File: config.mk
export PLATFORM = sky130hd
export DESIGN_NAME = seq_alu
export DESIGN_NICKNAME = d
export VERILOG_FILES = /design/src/rtl/seq_alu.sv
export SDC_FILE = /design/constraint.sdc
export NUM_CORES = 1
export LEC_CHECK = 0
export ABC_AREA = 1
export CORE_ASPECT_RATIO = 1.2
export CORE_UTILIZATION = 60
export DETAILED_ROUTE_END_ITERATION = 6
export GPL_TIMING_DRIVEN = 0
export PLACE_DENSITY = 0.82
export SYNTH_ARGS = -nofsm -noshare
export SYNTH_HDL_FRONTEND = slang
export SYNTH_SLANG_ARGS = --single-unit
export TNS_END_PERCENT = 1
File: constraint.sdc
create_clock -name clk -period 2.8 [get_ports clk]
set_clock_uncertainty 0.05 [all_clocks]
set_input_delay 0.56 -clock clk [delete_from_list [all_inputs] [get_ports clk]]
set_output_delay 0.56 -clock clk [all_outputs]
set_load 0.02 [all_outputs]
File: src/rtl/seq_alu.sv
// Registered two-operand ALU: single-cycle add/sub/accumulate and a shift-add
// unsigned multiply that takes WIDTH cycles, with status flags and a done pulse.
module seq_alu #(
    parameter int WIDTH = 4
) (
    input  logic               clk,
    input  logic               rst,
    input  logic               start,
    input  logic [1:0]         op,
    input  logic [WIDTH-1:0]   a,
    input  logic [WIDTH-1:0]   b,
    output logic [2*WIDTH-1:0] result,
    output logic               busy,
    output logic               done,
    output logic               carry,
    output logic               overflow,
    output logic               zero
);

    localparam int CW = $clog2(WIDTH + 1);

    localparam logic [1:0] S_IDLE = 2'd0;
    localparam logic [1:0] S_MUL  = 2'd1;
    localparam logic [1:0] S_DONE = 2'd2;

    localparam logic [1:0] OP_ADD = 2'b00;
    localparam logic [1:0] OP_SUB = 2'b01;
    localparam logic [1:0] OP_MUL = 2'b10;
    localparam logic [1:0] OP_ACC = 2'b11;

    logic [1:0]         state_r,    state_s;
    logic [2*WIDTH-1:0] result_r,   result_s;
    logic               busy_r,     busy_s;
    logic               done_r,     done_s;
    logic               carry_r,    carry_s;
    logic               overflow_r, overflow_s;
    logic               zero_r,     zero_s;
    logic [WIDTH-1:0]   acc_r,      acc_s;
    logic [2*WIDTH-1:0] mcand_r,    mcand_s;
    logic [WIDTH-1:0]   mplier_r,   mplier_s;
    logic [2*WIDTH-1:0] prod_r,     prod_s;
    logic [CW-1:0]      cnt_r,      cnt_s;

    logic [WIDTH:0]     sum_s;
    logic [WIDTH:0]     diff_s;
    logic [WIDTH:0]     acc_sum_s;
    logic [2*WIDTH-1:0] prod_step_s;

    // Datapath arithmetic shared by all states.
    always_comb begin
        sum_s       = {1'b0, a} + {1'b0, b};
        diff_s      = {1'b0, a} - {1'b0, b};
        acc_sum_s   = {1'b0, acc_r} + {1'b0, a};
        prod_step_s = mplier_r[0] ? (prod_r + mcand_r) : prod_r;
    end

    // Next-state and next-output logic; flags only move on a completion.
    always_comb begin
        state_s    = state_r;
        result_s   = result_r;
        busy_s     = 1'b0;
        done_s     = 1'b0;
        carry_s    = carry_r;
        overflow_s = overflow_r;
        zero_s     = zero_r;
        acc_s      = acc_r;
        mcand_s    = mcand_r;
        mplier_s   = mplier_r;
        prod_s     = prod_r;
        cnt_s      = cnt_r;

        case (state_r)
            S_IDLE, S_DONE: begin
                if (start) begin
                    case (op)
                        OP_ADD: begin
                            result_s   = {{WIDTH{1'b0}}, sum_s[WIDTH-1:0]};
                            carry_s    = sum_s[WIDTH];
                            overflow_s = (a[WIDTH-1] == b[WIDTH-1]) &&
                                         (sum_s[WIDTH-1] != a[WIDTH-1]);
                            done_s     = 1'b1;
                            state_s    = S_DONE;
                        end
                        OP_SUB: begin
                            result_s   = {{WIDTH{1'b0}}, diff_s[WIDTH-1:0]};
                            carry_s    = diff_s[WIDTH];
                            overflow_s = (a[WIDTH-1] != b[WIDTH-1]) &&
                                         (diff_s[WIDTH-1] != a[WIDTH-1]);
                            done_s     = 1'b1;
                            state_s    = S_DONE;
                        end
                        OP_MUL: begin
                            mcand_s  = {{WIDTH{1'b0}}, a};
                            mplier_s = b;
                            prod_s   = {2*WIDTH{1'b0}};
                            cnt_s    = {CW{1'b0}};
                            busy_s   = 1'b1;
                            state_s  = S_MUL;
                        end
                        OP_ACC: begin
                            acc_s      = acc_sum_s[WIDTH-1:0];
                            result_s   = {{WIDTH{1'b0}}, acc_sum_s[WIDTH-1:0]};
                            carry_s    = acc_sum_s[WIDTH];
                            overflow_s = (acc_r[WIDTH-1] == a[WIDTH-1]) &&
                                         (acc_sum_s[WIDTH-1] != acc_r[WIDTH-1]);
                            done_s     = 1'b1;
                            state_s    = S_DONE;
                        end
                        default: begin
                            state_s = S_IDLE;
                        end
                    endcase
                    zero_s = (result_s == {2*WIDTH{1'b0}});
                end else begin
                    state_s = S_IDLE;
                end
            end
            S_MUL: begin
                prod_s   = prod_step_s;
                mcand_s  = {mcand_r[2*WIDTH-2:0], 1'b0};
                mplier_s = {1'b0, mplier_r[WIDTH-1:1]};
                // The last multiplier bit is consumed in this cycle, so the
                // product is published straight from the adder output.
                if (cnt_r == CW'(WIDTH - 1)) begin
                    result_s   = prod_step_s;
                    carry_s    = 1'b0;
                    overflow_s = 1'b0;
                    zero_s     = (prod_step_s == {2*WIDTH{1'b0}});
                    done_s     = 1'b1;
                    state_s    = S_DONE;
                end else begin
                    cnt_s  = cnt_r + CW'(1);
                    busy_s = 1'b1;
                end
            end
            default: begin
                state_s = S_IDLE;
            end
        endcase
    end

    // State and output registers with synchronous reset.
    always_ff @(posedge clk) begin
        if (rst) begin
            state_r    <= S_IDLE;
            result_r   <= {2*WIDTH{1'b0}};
            busy_r     <= 1'b0;
            done_r     <= 1'b0;
            carry_r    <= 1'b0;
            overflow_r <= 1'b0;
            zero_r     <= 1'b1;
            acc_r      <= {WIDTH{1'b0}};
            mcand_r    <= {2*WIDTH{1'b0}};
            mplier_r   <= {WIDTH{1'b0}};
            prod_r     <= {2*WIDTH{1'b0}};
            cnt_r      <= {CW{1'b0}};
        end else begin
            state_r    <= state_s;
            result_r   <= result_s;
            busy_r     <= busy_s;
            done_r     <= done_s;
            carry_r    <= carry_s;
            overflow_r <= overflow_s;
            zero_r     <= zero_s;
            acc_r      <= acc_s;
            mcand_r    <= mcand_s;
            mplier_r   <= mplier_s;
            prod_r     <= prod_s;
            cnt_r      <= cnt_s;
        end
    end

    assign result   = result_r;
    assign busy     = busy_r;
    assign done     = done_r;
    assign carry    = carry_r;
    assign overflow = overflow_r;
    assign zero     = zero_r;

endmodule

* Word-level counts from Yosys, hierarchy flattened
Index checks and enable logic that the tools add are counted.
Widths: inputs -> output; s select.
** Word-level totals
- Bits of input ports :: 13
- Word-level logic and storage cells :: 91
- Output and inout bits :: 13
- Register bits :: 42
** Operators by class
- Eq/ne operators :: 17
- Muxes and demuxes :: 42
- Reductions and logical operators :: 15
- $add $sub $neg :: 5
** Operators with widths (number)
- $mux 8 :: 9
- $pmux 8 s2 :: 3
- $pmux 8 s3 :: 1
- $logic_not 8->1 :: 2
- $mux 1 :: 11
- $add 4x4->5 :: 2
- $pmux 1 s2 :: 5
- $mux 3 :: 3
- $reduce_and 3->1 :: 3
- $add 8x8->8 :: 1
- $mux 4 :: 2
- $pmux 2 s2 :: 2
- $pmux 4 s2 :: 1
- $reduce_and 4->1 :: 2
- $eq 2x2->1 const B :: 3
- $ne 2x2->1 const B :: 3
- $pmux 1 s3 :: 2
- $pmux 3 s2 :: 1
- $sub 4x4->5 :: 1
- $eq 2x1->1 const B :: 2
- $logic_not 2->1 :: 2
- $mux 2 :: 2
- $ne 1x1->1 :: 4
- $ne 4x1->1 const B :: 1
- other kinds (8) :: 11

* Depth between registers and ports, before layout
- Word-level depth :: 7
- Depth in mapped cells :: 13
- Gate-level depth less buffers :: 13

* Worst setup path after synthesis
Ideal clock, no wire load.
- Kind :: in2reg
- Start point :: input a[0]
- End point :: register zero_r, in the netlist zero
- Setup time :: 0.058 ns
- Data arrival time :: 1.870 ns
- Buffers on the path :: 0
- Required time :: 2.692 ns
- Stages on the path :: 13
- Setup slack :: 0.822 ns
- Cell sequence :: ha_1 inv_1 fa_1 inv_1 o21ai_0 nand3_1 o21ai_2 nand4_1 nor2_1 nand2_1 nand2_1 nand2_1 nand2_1
** Between the ends
- Cells in the longest elaborated chain, start to end :: 7
- Elaborated cells between the ends (all ways) :: 9
- Classes of those cells :: add/sub: 3; mux: 5; reduce/logical: 1
** RTL lines
- start, declared :: RTL line 10 : input logic [WIDTH-1:0] a,
- $add 4x4->5, or another cell as far along :: RTL line 53 : acc_sum_s = {1'b0, acc_r} + {1'b0, a};
- $pmux 8 s3 (*) :: RTL line 75 : case (op)
- $mux 8 (*) :: RTL line 74 : if (start) begin
- $mux 8 (*) :: RTL line 72 : case (state_r)
- $logic_not 8->1 (*) :: RTL line 113 : zero_s = (result_s == {2*WIDTH{1'b0}});
- $mux 1 (*) :: RTL line 74
- $pmux 1 s2 (*) :: RTL line 72
- end signal, assigned :: RTL line 164 : zero_r <= zero_s;
- end, declared :: RTL line 37 : logic zero_r, zero_s;
Every way passes the cells marked *; elsewhere a longest branch is shown, timed or not. The select of a mux whose other input is x is not followed.
A chain may end at the register's enable or synchronous reset.

* Final worst setup path
Same ends and word-level chain as after synthesis.

==> impl_metrics.tcl <==
set metrics [dict create \
    cts_buffers 5 \
    wl_per_cell_um 13.3 \
    die_h_um 75.7 \
    regArea_sq_um 841 \
    multiInputGateArea_sq_um 1600 \
    ys_types 39 \
    place_congestion 0.927 \
    tightest_slew_ps 575 \
    h-tree-depth 2 \
    n_antenna_cell 0 \
    cts_resized 0 \
    die_x_um 63.4 \
    finalHoldViolCount 0 \
    avgSynthCellArea_sq_um 6.96 \
    ant_nets 0 \
    syn_inst 390 \
    peakVddDrop_mv 0.358 \
    die_area_sq_um 4800 \
    grt_use_total 0.286 \
    p_per_area_nw_per_um2 460 \
    path_max_fanout 4 \
    rsz0062_at_grt "false" \
    setup.worst_path.start_class "input port" \
    worst_slack_ps 258 \
    path_common_cell "nand2_1" \
    grt_max_degree 13 \
    slowest_delay_ps 590 \
    dr_total_vias 2640 \
    synthesis.nets 428 \
    period_minus_slack_ps 2540 \
    synth_edf_count 0 \
    post-place-cells 470 \
    nFillCells 370 \
    slew_violations 0 \
    critPathCaptureType "flip-flop" \
    critical_path_arrival_ps 2730 \
    p_sw_frac 0.292 \
    slew_headroom 0.617 \
    cts_num_sinks 42 \
    internal-power_mw 1.02 \
    drive_gt1_frac 0.0900 \
    drc 0 \
    placed_cell_area_sq_um 3020 \
    combPwrFrac 0.219 \
    clockRootBuffer "clkbuf_8" \
    yosys_warnings 0 \
    top_layer_used "met4" \
    drv_cap 0 \
    clkTransAtPathRegs_ps 80 \
    period_share 0.908 \
    wl_met3_um 272 \
    fin_nets 459 \
    clk_path_buf_depth 2 \
    critPathTopFamily "buffers and inverters" \
    ioPinCount 26 \
    first_global_vias 2348 \
    portBuffers 24 \
    ys_seq_elements 42 \
    gr-total-overflow 0 \
    status "complete, no violations" \
    finalSetupTns_ps 0 \
    core-area_sq_um 4290 \
    pwr-share-seq 0.452 \
    fmax_mhz 393 \
    clk_latency_ps 290 \
    crit_type "input port to flip-flop" \
    vias_per_cell 5.52 \
    holdCritPathClass "flip-flop to flip-flop" \
    path_cells "clkdlybuf4s50_1, ha_1, inv_1, fa_1, inv_1, o21ai_0, nand3_1, o21ai_2, nand4_1, nor2_1, nand2_1, nand2_1, nand2_1, nand2_1" \
    power_switching_mw 0.420 \
    met1_length_um 2810 \
    syn_area_sq_um 2710 \
    final_cell_count_no_fill 478 \
    grt_antenna_before_repair 0 \
    drtIter0Drc 172 \
    grt_first_pass_wirelength_um 10500 \
    dr_wl_met2_um 3190 \
    ys_seq_area_frac 0.310 \
    synth_flop_cell "dfxtp_1" \
    rows 26 \
    worst-path-buf-inv 3 \
    cellLeakagePower_nw 1.42 \
    cts_tree "done" \
    final_cell_area_sq_um 3130 \
    start_util 0.632 \
    p_clk_frac 0.329 \
    holdBufCountCts 0 \
    ys_async_sr_fraction 0 \
    setup_violations 0 \
    syn_to_final_growth_pct 15.4 \
    dp_hpwl_um 4980 \
    drt-total-wl_um 6360 \
    post-place-ws_ps -31.4 \
    drtPass1Iterations 5 \
    worst_ep_required_time_ps 2990 \
    postCtsSetupBuffers 0 \
    cpMaxStageDelayCell "clkdlybuf4s50_1" \
]
worst paths after layout:
kind,cells after the start,slack (ps),to,start
worst max-delay path,14,260,zero,a[0]
worst min-delay path,2,430,mcand_r[7],mcand_r[7]
worst max register to register,12,690,zero,mcand_r[0]
worst min register to register,2,430,mcand_r[7],mcand_r[7]
worst reg2reg max path, cell delays in order, from the launching register on:
cell and delay, ps:
dfxtp_1 370, ha_1 220, fa_1 450, nand2_1 80, a21boi_0 250, nand2_1 80
nor2_1 120, nand3_1 100, nor2_1 100, nand3_1 80, nand2_1 70, nand2_1 50
nand2_1 50
sequential cells by signal, indices dropped and copies added (netlist names), 2 cells and up:
name and cells:
mcand_r 8, prod_r 8, result 8, acc_r 4, mplier_r 4, cnt_r 3
state_r 2
placed cells by master (no fill, tap or decap), types with 3 or more instances in the layout:
cell type,n
inv_2,8
clkdlybuf4s50_1,24
dfxtp_1,42
nand3_1,29
nand4_1,4
clkbuf_8,5
o21ai_1,4
nor3_1,3
ha_1,21
nor2_1,31
o221ai_1,6
nor2_2,6
a21oi_1,33
fa_1,4
clkbuf_1,6
nand2_1,93
o21ai_0,16
inv_1,47
a31oi_1,6
nor2_4,3
final cells by class:
class,instances,area share
buffer,9,0.0164
clock inverter,1,0.00960
inverter,57,0.0700
sequential,42,0.269
multi-input combinational,282,0.512
tap,56,0.0224
timing repair buffer,24,0.0768
clock buffer,7,0.0244
routing by layer:
layer,track usage,vias to the layer above
li1,-,1343
met1,0.337,1210
met2,0.530,74
met3,0.0464,13
met4,0.101,0
met5,0,-
synth_stat cells (6+ instances only):
library cell   n  area (sq um)
nand2_1       93           349
inv_1         47           176
dfxtp_1       42           841
a21oi_1       33           165
nor2_1        31           116
nand3_1       29           145
ha_1          21           263
o21ai_0       16          80.1
inv_2          8          30.0
a31oi_1        6          37.5
nor2_2         6          37.5
o221ai_1       6          52.6
metrics by stage:
| stage | hold WS, ps | total power [mW] | util |
|---|---|---|---|
| 3_5_place_dp | 408 | 0.974 | 0.704 |
| 4_1_cts | 420 | 1.44 | 0.729 |
| 3_3_place_gp | 398 | 0.966 | 0.704 |
| 6_report | 429 | 1.44 | 0.729 |
| 2_1_floorplan | 382 | 0.868 | - |
| 5_1_grt | 453 | 1.50 | 0.729 |
kinds of logic after synthesis:
family,synth area share
AO/OA/AOI/OAI,0.167
XOR/XNOR,0.00646
adder cells (fa/ha/maj),0.126
buffers and inverters,0.0996
flip-flops,0.310
AND/OR/NAND/NOR,0.291
power groups by stage:
stage          Sequential (mW)  Combinational (mW)  Clock, mW
2_1_floorplan            0.675               0.193          0
3_3_place_gp             0.663               0.304          0
3_5_place_dp             0.663               0.311          0
4_1_cts                  0.650               0.312      0.482
5_1_grt                  0.654               0.347      0.499
6_report                 0.650               0.315      0.474
(Power assumes the default switching activity.)
